===== config.mk =====
export PLATFORM = sky130hd
export DESIGN_NAME = membus_arbiter_flat
export DESIGN_NICKNAME = d
export VERILOG_FILES = /design/src/rtl/membus_arbiter_if.sv /design/src/rtl/membus_arbiter.sv /design/src/flat_wrapper.sv
export SDC_FILE = /design/constraint.sdc
export NUM_CORES = 1
export LEC_CHECK = 0
export BUFFER_PORTS_ARGS = -buffer_cell sky130_fd_sc_hd__buf_2
export CORE_AREA = 2 2 239 241
export CTS_BUF_LIST = sky130_fd_sc_hd__clkbuf_4 sky130_fd_sc_hd__clkbuf_8
export DETAILED_ROUTE_END_ITERATION = 12
export DIE_AREA = 0 0 241 243
export GPL_TIMING_DRIVEN = 0
export SLEW_MARGIN = 20
export SYNTH_ARGS = -nofsm -noshare
export SYNTH_HDL_FRONTEND = slang
export SYNTH_SLANG_ARGS = --single-unit

===== constraint.sdc =====
create_clock -name clk -period 3.93 [get_ports clk]
set_input_delay 0 -clock clk [delete_from_list [all_inputs] [get_ports clk]]
set_output_delay 0 -clock clk [all_outputs]
set_load 0.02 [all_outputs]

===== src/rtl/membus_arbiter_if.sv =====
// Membus request/response bundle shared by fetch, memunit and memory side.
// Master drives the request payload; slave answers with ready/rvalid/rdata.
interface membus_if #(
  parameter int ADDR_WIDTH = 64,
  parameter int DATA_WIDTH = 64
) ();
  logic                    valid;
  logic                    ready;
  logic [ADDR_WIDTH-1:0]   addr;
  logic                    wen;
  logic [DATA_WIDTH-1:0]   wdata;
  logic [DATA_WIDTH/8-1:0] wmask;
  logic                    rvalid;
  logic [DATA_WIDTH-1:0]   rdata;

  modport master (
    output valid, addr, wen, wdata, wmask,
    input  ready, rvalid, rdata
  );

  modport slave (
    input  valid, addr, wen, wdata, wmask,
    output ready, rvalid, rdata
  );
endinterface


===== src/rtl/membus_arbiter.sv =====
// Shares one Membus port between ibus (fetch) and dbus (memunit), 1 outstanding.
// Define MEMBUS_ARB_RR_EN for round-robin ties; default is fixed dbus priority.
module membus_arbiter #(
  parameter int ADDR_WIDTH = 64,
  parameter int DATA_WIDTH = 64
) (
  input  logic     clk,
  input  logic     rst,
  membus_if.slave  ibus,
  membus_if.slave  dbus,
  membus_if.master mbus,
  output logic     busy
);

  localparam int MASK_WIDTH = DATA_WIDTH / 8;

  localparam logic [1:0] IDLE      = 2'd0;
  localparam logic [1:0] LOCK      = 2'd1;
  localparam logic [1:0] WAIT_RESP = 2'd2;

  localparam logic [1:0] OWN_NONE = 2'd0;
  localparam logic [1:0] OWN_I    = 2'd1;
  localparam logic [1:0] OWN_D    = 2'd2;

  localparam logic GRANT_I = 1'b0;
  localparam logic GRANT_D = 1'b1;

  logic [1:0] state;
  logic [1:0] owner;
  logic       last_grant;
  logic       last_grant_nxt;

  logic pick_d;
  logic sel_d;
  logic go;
  logic sel_valid;

  logic [ADDR_WIDTH-1:0] sel_addr;
  logic                  sel_wen;
  logic [DATA_WIDTH-1:0] sel_wdata;
  logic [MASK_WIDTH-1:0] sel_wmask;

`ifdef MEMBUS_ARB_RR_EN
  assign pick_d = dbus.valid &
                  (~ibus.valid | (last_grant == GRANT_I));
`else
  assign pick_d = dbus.valid;
`endif

  // Once granted, the owner keeps the port until memory accepts.
  always_comb begin
    sel_d = pick_d;
    unique case (1'b1)
      (state == LOCK): sel_d = (owner == OWN_D);
      default:         sel_d = pick_d;
    endcase
  end

  assign sel_valid = sel_d ? dbus.valid : ibus.valid;
  assign sel_addr  = sel_d ? dbus.addr  : ibus.addr;
  assign sel_wen   = sel_d ? dbus.wen   : ibus.wen;
  assign sel_wdata = sel_d ? dbus.wdata : ibus.wdata;
  assign sel_wmask = sel_d ? dbus.wmask : ibus.wmask;

  assign go = rst & ((state == IDLE) | (state == LOCK));

  assign mbus.valid = go & sel_valid;
  assign mbus.addr  = sel_addr;
  assign mbus.wen   = sel_wen;
  assign mbus.wdata = sel_wdata;
  assign mbus.wmask = sel_wmask;

  assign ibus.ready = mbus.valid & ~sel_d & mbus.ready;
  assign dbus.ready = mbus.valid &  sel_d & mbus.ready;

  // Responses outside WAIT_RESP are dropped on the floor.
  assign ibus.rvalid = (state == WAIT_RESP) &
                       (owner == OWN_I) & mbus.rvalid;
  assign dbus.rvalid = (state == WAIT_RESP) &
                       (owner == OWN_D) & mbus.rvalid;

  assign ibus.rdata = mbus.rdata;
  assign dbus.rdata = mbus.rdata;

  assign busy = (state != IDLE);

  always_comb begin
    last_grant_nxt = last_grant;
    if ((state == WAIT_RESP) && mbus.rvalid) begin
      last_grant_nxt = (owner == OWN_D) ? GRANT_D : GRANT_I;
    end
  end

  always_ff @(posedge clk or negedge rst) begin
    if (!rst) begin
      state      <= IDLE;
      owner      <= OWN_NONE;
      last_grant <= GRANT_I;
    end else begin
      last_grant <= last_grant_nxt;
      unique case (1'b1)
        (state == IDLE): begin
          if (mbus.valid) begin
            owner <= sel_d ? OWN_D : OWN_I;
            state <= mbus.ready ? WAIT_RESP : LOCK;
          end
        end
        (state == LOCK): begin
          if (mbus.ready) state <= WAIT_RESP;
        end
        (state == WAIT_RESP): begin
          if (mbus.rvalid) begin
            state <= IDLE;
            owner <= OWN_NONE;
          end
        end
        default: begin
          state <= IDLE;
          owner <= OWN_NONE;
        end
      endcase
    end
  end

endmodule

===== src/flat_wrapper.sv =====
// flat-port wrapper written by rule: the top's interface ports become plain ports
module membus_arbiter_flat 
#(
  parameter int ADDR_WIDTH = 64,
  parameter int DATA_WIDTH = 64
)
  (clk, rst, busy, ibus_valid, ibus_addr, ibus_wen, ibus_wdata, ibus_wmask, ibus_ready, ibus_rvalid, ibus_rdata, dbus_valid, dbus_addr, dbus_wen, dbus_wdata, dbus_wmask, dbus_ready, dbus_rvalid, dbus_rdata, mbus_valid, mbus_addr, mbus_wen, mbus_wdata, mbus_wmask, mbus_ready, mbus_rvalid, mbus_rdata);
  membus_if #(.ADDR_WIDTH(ADDR_WIDTH), .DATA_WIDTH(DATA_WIDTH)) ibus_i ();
  membus_if #(.ADDR_WIDTH(ADDR_WIDTH), .DATA_WIDTH(DATA_WIDTH)) dbus_i ();
  membus_if #(.ADDR_WIDTH(ADDR_WIDTH), .DATA_WIDTH(DATA_WIDTH)) mbus_i ();
  input  logic clk;
  input  logic rst;
  output logic busy;
  input wire logic [$bits(ibus_i.valid)-1:0] ibus_valid;
  input wire logic [$bits(ibus_i.addr)-1:0] ibus_addr;
  input wire logic [$bits(ibus_i.wen)-1:0] ibus_wen;
  input wire logic [$bits(ibus_i.wdata)-1:0] ibus_wdata;
  input wire logic [$bits(ibus_i.wmask)-1:0] ibus_wmask;
  output wire logic [$bits(ibus_i.ready)-1:0] ibus_ready;
  output wire logic [$bits(ibus_i.rvalid)-1:0] ibus_rvalid;
  output wire logic [$bits(ibus_i.rdata)-1:0] ibus_rdata;
  input wire logic [$bits(dbus_i.valid)-1:0] dbus_valid;
  input wire logic [$bits(dbus_i.addr)-1:0] dbus_addr;
  input wire logic [$bits(dbus_i.wen)-1:0] dbus_wen;
  input wire logic [$bits(dbus_i.wdata)-1:0] dbus_wdata;
  input wire logic [$bits(dbus_i.wmask)-1:0] dbus_wmask;
  output wire logic [$bits(dbus_i.ready)-1:0] dbus_ready;
  output wire logic [$bits(dbus_i.rvalid)-1:0] dbus_rvalid;
  output wire logic [$bits(dbus_i.rdata)-1:0] dbus_rdata;
  output wire logic [$bits(mbus_i.valid)-1:0] mbus_valid;
  output wire logic [$bits(mbus_i.addr)-1:0] mbus_addr;
  output wire logic [$bits(mbus_i.wen)-1:0] mbus_wen;
  output wire logic [$bits(mbus_i.wdata)-1:0] mbus_wdata;
  output wire logic [$bits(mbus_i.wmask)-1:0] mbus_wmask;
  input wire logic [$bits(mbus_i.ready)-1:0] mbus_ready;
  input wire logic [$bits(mbus_i.rvalid)-1:0] mbus_rvalid;
  input wire logic [$bits(mbus_i.rdata)-1:0] mbus_rdata;
  assign ibus_i.valid = ibus_valid;
  assign ibus_i.addr = ibus_addr;
  assign ibus_i.wen = ibus_wen;
  assign ibus_i.wdata = ibus_wdata;
  assign ibus_i.wmask = ibus_wmask;
  assign ibus_ready = ibus_i.ready;
  assign ibus_rvalid = ibus_i.rvalid;
  assign ibus_rdata = ibus_i.rdata;
  assign dbus_i.valid = dbus_valid;
  assign dbus_i.addr = dbus_addr;
  assign dbus_i.wen = dbus_wen;
  assign dbus_i.wdata = dbus_wdata;
  assign dbus_i.wmask = dbus_wmask;
  assign dbus_ready = dbus_i.ready;
  assign dbus_rvalid = dbus_i.rvalid;
  assign dbus_rdata = dbus_i.rdata;
  assign mbus_valid = mbus_i.valid;
  assign mbus_addr = mbus_i.addr;
  assign mbus_wen = mbus_i.wen;
  assign mbus_wdata = mbus_i.wdata;
  assign mbus_wmask = mbus_i.wmask;
  assign mbus_i.ready = mbus_ready;
  assign mbus_i.rvalid = mbus_rvalid;
  assign mbus_i.rdata = mbus_rdata;
  membus_arbiter #(.ADDR_WIDTH(ADDR_WIDTH), .DATA_WIDTH(DATA_WIDTH)) u_core (.clk(clk), .rst(rst), .ibus(ibus_i), .dbus(dbus_i), .mbus(mbus_i), .busy(busy));
endmodule

# Word-level counts from Yosys, hierarchy flattened
# Index checks and enable logic that the tools add are counted.
[word_totals] regBits=4 inputBits=344 output_inout_bits=271
[classes] n_eq_ne=7 mux=14 bitwise_logic=13 n_reduce_logical=4
[op_table] operator="$mux W64" n=2
[op_table] operator="$mux W2" n=6
[op_table] operator="$pmux W2 S3" n=2
[op_table] operator="$and A1 B1 Y1" n=10
[op_table] operator="$mux W8" n=1
[op_table] operator="$reduce_and A3 Y1" n=2
[op_table] operator="$eq A2 B1 Y1 const B" n=2
[op_table] operator="$eq A2 B2 Y1 const B" n=2
[op_table] operator="$ne A2 B2 Y1 const B" n=2
[op_table] operator="$mux W1" n=3
[op_table] operator="$logic_not A2 Y1" n=1
[op_table] operator="$ne A2 B1 Y1 const B" n=1
[op_table] operator="$not A1 Y1" n=2
[op_table] operator="$reduce_bool A2 Y1" n=1
[op_table] operator="$or A1 B1 Y1" n=1

# Logic depth before layout (Yosys ltp)
# Gate-level depths: netlist (run 1).
[depth] depth_word=6 depth_mapped=6 depth_no_buf=3

# Least setup slack after synthesis (run 1)
# OpenSTA, ideal clock, no wires.
[synth_timing] kind="flip-flop to output port" from="register u_core.state[0]" to="output ibus_ready" arrival_time_ns=1.666 required_ns=3.930 slack_ns=2.264 path_stages_with_launch=4 path_buffers=0 path_cell_list="dfrtp_1 nor4bb_1 or4b_4 a2111oi_2"
[synth_between] elab_chain_len=6 elab_cells_between_ends=10
[synth_rtl] element="start: declaration" line_no="membus_arbiter.sv:28" source="logic [1:0] state;"
[synth_rtl] element="start signal: assignment" line_no="membus_arbiter.sv:105" source="state <= mbus.ready ? WAIT_RESP : LOCK;"
[synth_rtl] element="$eq A2 B1 Y1 or $logic_not A2 Y1 (tied branches)" line_no="membus_arbiter.sv:54, membus_arbiter.sv:65"
[synth_rtl] element="$or A1 B1 Y1 or $mux W1 (tied branches)" line_no="membus_arbiter.sv:65, membus_arbiter.sv:53"
[synth_rtl] element="$and A1 B1 Y1 or $mux W1 (tied branches)" line_no="membus_arbiter.sv:65, membus_arbiter.sv:59"
[synth_rtl] element="$and A1 B1 Y1" line_no="membus_arbiter.sv:67" source="assign mbus.valid = go & sel_valid;"
[synth_rtl] element="$and A1 B1 Y1 (*) (2 in series)" line_no="membus_arbiter.sv:73" source="assign ibus.ready = mbus.valid & ~sel_d & mbus.ready;"
[synth_rtl] element="end: declaration" line_no="flat_wrapper.sv:19" source="output wire logic [$bits(ibus_i.ready)-1:0] ibus_ready;"
# Mark *: on every way between the ends. The rest lies on a longest branch, timed or not.

# Worst setup path after layout (run 1)
[layout_timing] from="register u_core.state[1]" to="output mbus_wdata[19]"
[layout_between] elab_chain_len=3
[layout_rtl] element="$eq A2 B1 Y1" line_no="membus_arbiter.sv:54" source="(state == LOCK): sel_d = (owner == OWN_D);"
[layout_rtl] element="$mux W1" line_no="membus_arbiter.sv:53" source="unique case (1'b1)"
[layout_rtl] element="$mux W64" line_no="membus_arbiter.sv:62" source="assign sel_wdata = sel_d ? dbus.wdata : ibus.wdata;"
[layout_rtl] element="end: declaration" line_no="flat_wrapper.sv:33" source="output wire logic [$bits(mbus_i.wdata)-1:0] mbus_wdata;"
# No other way between the ends.

==> flow_summary_export.csv, run 1 <==
group,metric,value,unit
cells_and_area,final.fill_count,6534,
synthesis,postSynthAreaPerCell,10.83,µm²
global_route,overflow,0,
worst_setup_path,cp-end-kind,"output port",
floorplan,die_area,58560,µm²
floorplan,boundaryPins,615,
worst_setup_path,reg2regPathDepth,3,
worst_setup_path,crit_start,"u_core.state[1]$_DFFE_PN0P_",
floorplan,die_height,243,µm
synthesis,synth_xor_area_share,0,%
pwr,leakage,4.006,nW
place,gp_congestion,0.9070,
worst_setup_path,max_stage_delay,340,ps
cells_and_area,layout.nets,1211,
sta,setup_ws,1580,ps
sta,relSlewSlack,72.24,%
clock_tree,htreeDepth,1,
pwr,power.density,243.8,nW/µm²
place,dp_slack,1681,ps
clock_tree,cts-root-buf,"clkbuf_8",
clock_tree,clk_latency,220,ps
synthesis,yosysTopAreaCell,"mux2_4",
clock_tree,cts_buffers,3,
sta,clock_skew,0.8549,ps
detailed_routing,num_vias,4402,
sta,period_needed,2350,ps
synthesis,ys_types,25,
sta,worstMarginPinSlew,410.9,ps
sta,slew_violations,0,
synthesis,ys_seq_area_share,2.971,%
sta,grt_setup_unrepaired,"no",
synthesis,synth-warning-count,0,
detailed_routing,ant_nets,0,
sta,final.period_utilization,59.81,%
worst_setup_path,worstPathCellList,"buf_2 -> nand2b_1 -> a21oi_2 -> buf_6 -> buf_8 -> mux2_4 -> buf_2",
sta,finalSetupTns,0,ps
worst_setup_path,cp.required,3930,ps
sta,setup_violations,0,
synthesis,synth_area_leaders,"mux2_4 (45%), buf_4 (29%), mux2_2 (12%)",
worst_setup_path,path_max_fanout,10,
synthesis,synth_ff_type,"dfrtp_1",
clock_tree,cts_tree,"done",
synthesis,synthTopCellsByCount,"buf_4 (128), mux2_4 (100), mux2_2 (36)",
synthesis,synth_edf_count,0,
sta,hold_ws,7.474,ps
detailed_routing,drt_iter0_drc,87,
worst_setup_path,cpMaxStageDelayCell,"dfrtp_1",
pwr,report.power.total,1.743,mW
floorplan,core_area,55950,µm²
cells_and_area,syn_to_final_growth,112.1,%
cells_and_area,fin_util,12.77,%
global_route,grt_first_pass_wirelength,28.28,mm
worst_setup_path,reg2reg_slack,2500,ps
run,drv_cap,0,
global_route,grt_max_degree,11,
synthesis,synthSimpleGateAreaFrac,2.711,%
synthesis,synth_top_area_share,44.56,%
sta,fmax,425.4,MHz
floorplan,start_util,6.022,%
detailed_routing,wirelength,22.51,mm
sta,hold_viol,0,
synthesis,synth_top_family_by_area,"multiplexers",
synthesis,synth_fa_ha_area_share,0,%
synthesis,synth_most_common_cell,"buf_4",
clock_tree,clockBufferDepth,2,
worst_setup_path,critPathLaunchType,"flop",
synthesis,synth_compound_area_share,2.451,%
worst_setup_path,cp_common_cell,"buf_2",
synthesis,synthesis.area,3369,µm²
synthesis,synthArstFlopShare,100.0,%
synthesis,synth-seq-cells,4,
clock_tree,cts_setup_buffers,0,
global_route,grt_pass1_vias,4300,
cells_and_area,drive_gt1_share,96.65,%
hold_path,holdCritPathClass,"primary input to flop",
detailed_routing,via_per_inst,2.697,
clock_tree,path_clk_slew,30,ps
worst_setup_path,arrival,2350,ps
global_route,groute.usage.overall,6.709,%
worst_setup_path,reg2reg_to,"u_core.state[1]$_DFFE_PN0P_",
floorplan,row_count,87,
synthesis,syn_nets,655,
place,portBuffers,550,
hold_path,hold_start,"mbus_ready",
worst_setup_path,rr_startpoint,"u_core.state[0]$_DFFE_PN0P_",
detailed_routing,drc,0,
floorplan,die_w,241,µm
clock_tree,cts_hold_buffers,1,
pwr,ir_drop,0.1505,mV
hold_path,hold_depth,2,
clock_tree,cts_resized,0,
hold_path,worstHoldEndpoint,"u_core.state[0]$_DFFE_PN0P_",
global_route,antenna_found_initial,12,
worst_setup_path,critPathKind,"flop to output port",
place,dpl.hpwl,20.77,mm
clock_tree,cts.sinks,4,
status,outcome,"completed",
detailed_routing,firstDrtPassIters,4,
synthesis,muxShareOfSynthArea,56.93,%
synthesis,synth_cells,311,
detailed_routing,wl_per_cell,13.79,µm
worst max-delay path by stage:
| stage | depth (start not counted) | end | slack [ps] |
|---|---|---|---|
| final | 7 | mbus_wdata[19] | 1580 |
| after global routing | 7 | mbus_wdata[23] | 1370 |
| after CTS | 7 | mbus_wdata[23] | 1450 |
| after detailed placement | 7 | mbus_wdata[23] | 1680 |
| after global placement | 7 | mbus_wdata[23] | 1680 |
| after floorplan | 3 | ibus_ready | 2260 |
final cells by class:
| class | instances | area, µm² | share of cell area [%] |
|---|---|---|---|
| Timing Repair Buffer | 551 | 2763 | 38.66 |
| Multi-Input combinational cell | 160 | 2092 | 29.27 |
| Buffer | 144 | 1166 | 16.32 |
| Tap cell | 756 | 945.9 | 13.24 |
| Sequential cell | 4 | 100.1 | 1.401 |
| Clock buffer | 3 | 41.29 | 0.5777 |
| Antenna cell | 11 | 27.53 | 0.3852 |
| Inverter | 3 | 11.26 | 0.1576 |
state kept, by name (all words and copies together), names as in the netlist:
name / flops
u_core.owner: 2
u_core.state: 2
cells by family (layout without fill, tap and decap cells):
kind of cell,after synthesis,in the layout
DFF,4,4
buffers and inverters,147,701
muxes,137,137
AOI/OAI and AO/OA,10,10
other,0,11
and+or+nand+nor,13,13
placed cells by master (no fill, tap or decap):
master           n
nor3_1           1
dfrtp_1          4
inv_1            3
diode_2         11
mux2_2          36
or4b_4           1
a21oi_1          2
a211oi_1         1
dlygate4sd3_1    1
nand3b_1         1
buf_4          128
a32o_1           2
buf_2          552
clkbuf_8         3
nor4_1           1
a21oi_2          1
buf_6            4
mux2_4         100
and4bb_1         1
nor4bb_1         1
a2111oi_2        1
nand2b_1         1
nor2_1           4
mux2_1           1
buf_8           10
o21a_1           2
o22ai_1          1
nor3b_1          2
metal layers:
layer  global-route usage, %  vias up  part of all wire, %
met3                   1.240       30                  9.3
met5                       0        -                0.044
met4                   3.740        2                  4.0
li1                        -     2078                    -
met2                   12.10      350                   49
met1                   7.299     1942                   37
critical path, delay by kind of cell (launching register included):
kind,cells,cell delay [ps]
muxes,1,320
AOI/OAI and AO/OA,1,290
DFF,1,340
buffers and inverters,4,900
and+or+nand+nor,1,220
per-stage QoR:
step,instance area [µm²],cells
global placement,7068,1617
detailed placement,7068,1617
global route,7147,1632
floorplan,3369,311
finish,7147,1632
CTS,7119,1621
power by group:
group | switching, mW | leakage [nW] | internal, mW
Clock | 0.0203 | 0.0216 | 0.0652
Sequential | 0.0150 | 0.0516 | 0.0570
Combinational | 0.832 | 3.93 | 0.753
Note: power is estimated with default switching activity, not from simulation.
==> run 2, diff against run 1 <==
clock period = 1.9 ns   (was 3.93 ns; I/O delays follow)
==> run 2 against run 1 <==
Effect of this change:
- the flow now finishes with violations (setup timing)
- final cell count is 1.7% higher
- global-route usage is 0.33 points higher
- sequential share of layout area is 0.21 points lower
- critical endpoint is now mbus_addr[36]
- via count is 4.1% higher
- design area is 19% higher
- die area stayed put
- clock skew hardly changed
- largest power group unchanged
- utilization is 2.5 points higher
- first-iteration DRC count is 3.4% lower
- power grew to 2.7 times the previous value
- clock power is 110% higher
- count of clock-buffer cells in the layout stayed put
==> flow_summary_export.csv, run 2 (synthesis results as in run 1) <==
group,metric,value,unit
sta,grt_setup_unrepaired,"yes",
global_route,antenna_found_initial,13,
place,dpl.hpwl,20.77,mm
cells_and_area,mostFrequentLayoutCells,"buf_2 (440), buf_4 (140), mux2_4 (129)",
worst_setup_path,cp_common_cell,"buf_6",
place,placed_cell_area,7068,µm²
global_route,met1_usage,7.656,%
sta,relSlewSlack,74.50,%
worst_setup_path,cp-end-kind,"output port",
cells_and_area,layout.nets,1238,
cells_and_area,layout_commonest_cell,"buf_2",
worst_setup_path,reg2reg_slack,380,ps
clock_tree,cts-root-buf,"clkbuf_8",
detailed_routing,wl_per_cell,15.10,µm
clock_tree,path_clk_slew,30,ps
floorplan,start_util,6.022,%
clock_tree,cts.sinks,4,
cells_and_area,final.fill_count,6378,
global_route,grt_pass1_vias,4465,
detailed_routing,drc,0,
worst_setup_path,path_max_fanout,7,
floorplan,boundaryPins,615,
worst_setup_path,cp.required,1900,ps
worst_setup_path,max_stage_delay,400,ps
detailed_routing,num_vias,4582,
clock_tree,clockBufferDepth,2,
pwr,power.density,550.6,nW/µm²
clock_tree,clk_latency,210,ps
global_route,grt_util_met3,1.296,%
hold_path,holdCritPathClass,"primary input to flop",
sta,worstMarginPinSlew,377.4,ps
detailed_routing,ant_nets,0,
clock_tree,cts_buffers,3,
sta,period_needed,2055,ps
place,gp_congestion,0.9070,
cells_and_area,syn_to_final_growth,153.0,%
worst_setup_path,critPathLaunchType,"flop",
status,outcome,"finished with violations",
pwr,leakage,4.642,nW
cells_and_area,top_regs,"u_core.owner: 2 flops, u_core.state: 2 flops",
floorplan,core_area,55950,µm²
worst_setup_path,critPathKind,"flop to output port",
global_route,top_usage_layer,"met2",
floorplan,die_height,243,µm
pwr,ir_drop,0.3552,mV
sta,fmax,486.6,MHz
detailed_routing,via_per_inst,2.760,
cells_and_area,drive_gt1_share,97.31,%
detailed_routing,wirelength,25.07,mm
place,dp_slack,-349.2,ps
sta,slew_violations,0,
global_route,overflow,0,
sta,final.period_utilization,108.2,%
clock_tree,cts_tree,"done",
global_route,grt_max_degree,11,
sta,hold_viol,0,
worst_setup_path,worstPathCellList,"and4bb_2 -> a21oi_4 -> buf_6 -> buf_8 -> buf_12 -> clkbuf_16 -> mux2_4 -> buf_6",
floorplan,die_area,58560,µm²
sta,clock_skew,0.7466,ps
global_route,grt_first_pass_wirelength,29.49,mm
cells_and_area,final_area,8524,µm²
floorplan,die_w,241,µm
global_route,met2_usage,12.85,%
run,drv_cap,0,
detailed_routing,drt_iter0_drc,84,
clock_tree,htreeDepth,1,
worst_setup_path,cpMaxStageDelayCell,"dfrtp_1",
sta,setup_ws,-154.9,ps
status,violations,"setup timing",
floorplan,row_count,87,
worst_setup_path,arrival,2050,ps
detailed_routing,firstDrtPassIters,4,
place,portBuffers,550,
global_route,groute.usage.overall,7.039,%
sta,setup_violations,136,
-- run 2: path summary, 6_finish.rpt --
path,start,to,cells after the start
max,u_core.owner[1]$_DFFE_PN0P_,mbus_addr[36],8
min,mbus_ready,u_core.state[0]$_DFFE_PN0P_,2
max reg2reg,u_core.state[0]$_DFFE_PN0P_,u_core.state[1]$_DFFE_PN0P_,4
min reg2reg,u_core.state[1]$_DFFE_PN0P_,u_core.state[0]$_DFFE_PN0P_,2
max in group asynchronous,rst,u_core.state[0]$_DFFE_PN0P_,2
min in group asynchronous,rst,u_core.owner[0]$_DFFE_PN0P_,2
-- run 2: layout make-up --
cell class / count / area (µm²) / area share (%)
Clock buffer: 3 / 41.29 / 0.4844
Buffer: 142 / 1244 / 14.59
Timing Repair Buffer: 580 / 3933 / 46.13
Inverter: 3 / 11.26 / 0.1321
Sequential cell: 4 / 101.3 / 1.189
Multi-Input combinational cell: 160 / 2218 / 26.02
Tap cell: 756 / 945.9 / 11.10
Antenna cell: 12 / 30.03 / 0.3523
-- run 2: metrics by stage --
stage | setup TNS, ps | cells | hold WS [ps] | total power, mW | utilization [%]
after floorplan | 0 | 311 | -295.6 | 2.311 | -
after global placement | -20770 | 1617 | -164.3 | 3.467 | 12.63
after detailed placement | -20490 | 1617 | -162.6 | 3.470 | 12.63
after CTS | -18730 | 1633 | 3.200 | 4.223 | 13.90
after global routing | -24540 | 1660 | 2.465 | 4.942 | 15.24
final | -12950 | 1660 | 6.054 | 4.693 | 15.24
-- run 2: what timing repair did --
item | CTS | global route
pin swaps | 2 | 0
gates cloned | 3 | 9
hold endpoints to repair | 4 | 0
hold buffers | 1 | 0
setup buffers | 9 | 10
setup endpoints to repair | 137 | 138
resized for setup | 149 | 144
-- run 2: layer usage --
| layer | wire length (µm) | share of wire [%] |
|---|---|---|
| met5 | 10 | 0.040 |
| met4 | 1309 | 5.2 |
| met2 | 12320 | 49 |
| met1 | 9131 | 36 |
| met3 | 2300 | 9.2 |
-- run 2: critical path, delay by kind of cell (launching register included) --
family                 cells  cell delay, ps
and+or+nand+nor            1             280
muxes                      1             310
buffers and inverters      5             670
DFF                        1             400
AOI/OAI and AO/OA          1             170
-- run 2: report_power, final --
group	internal (mW)	leakage, nW	switching, mW	total [mW]
Clock	0.135	0.0216	0.0415	0.176
Combinational	2.40	4.57	1.97	4.37
Sequential	0.119	0.0501	0.0282	0.147
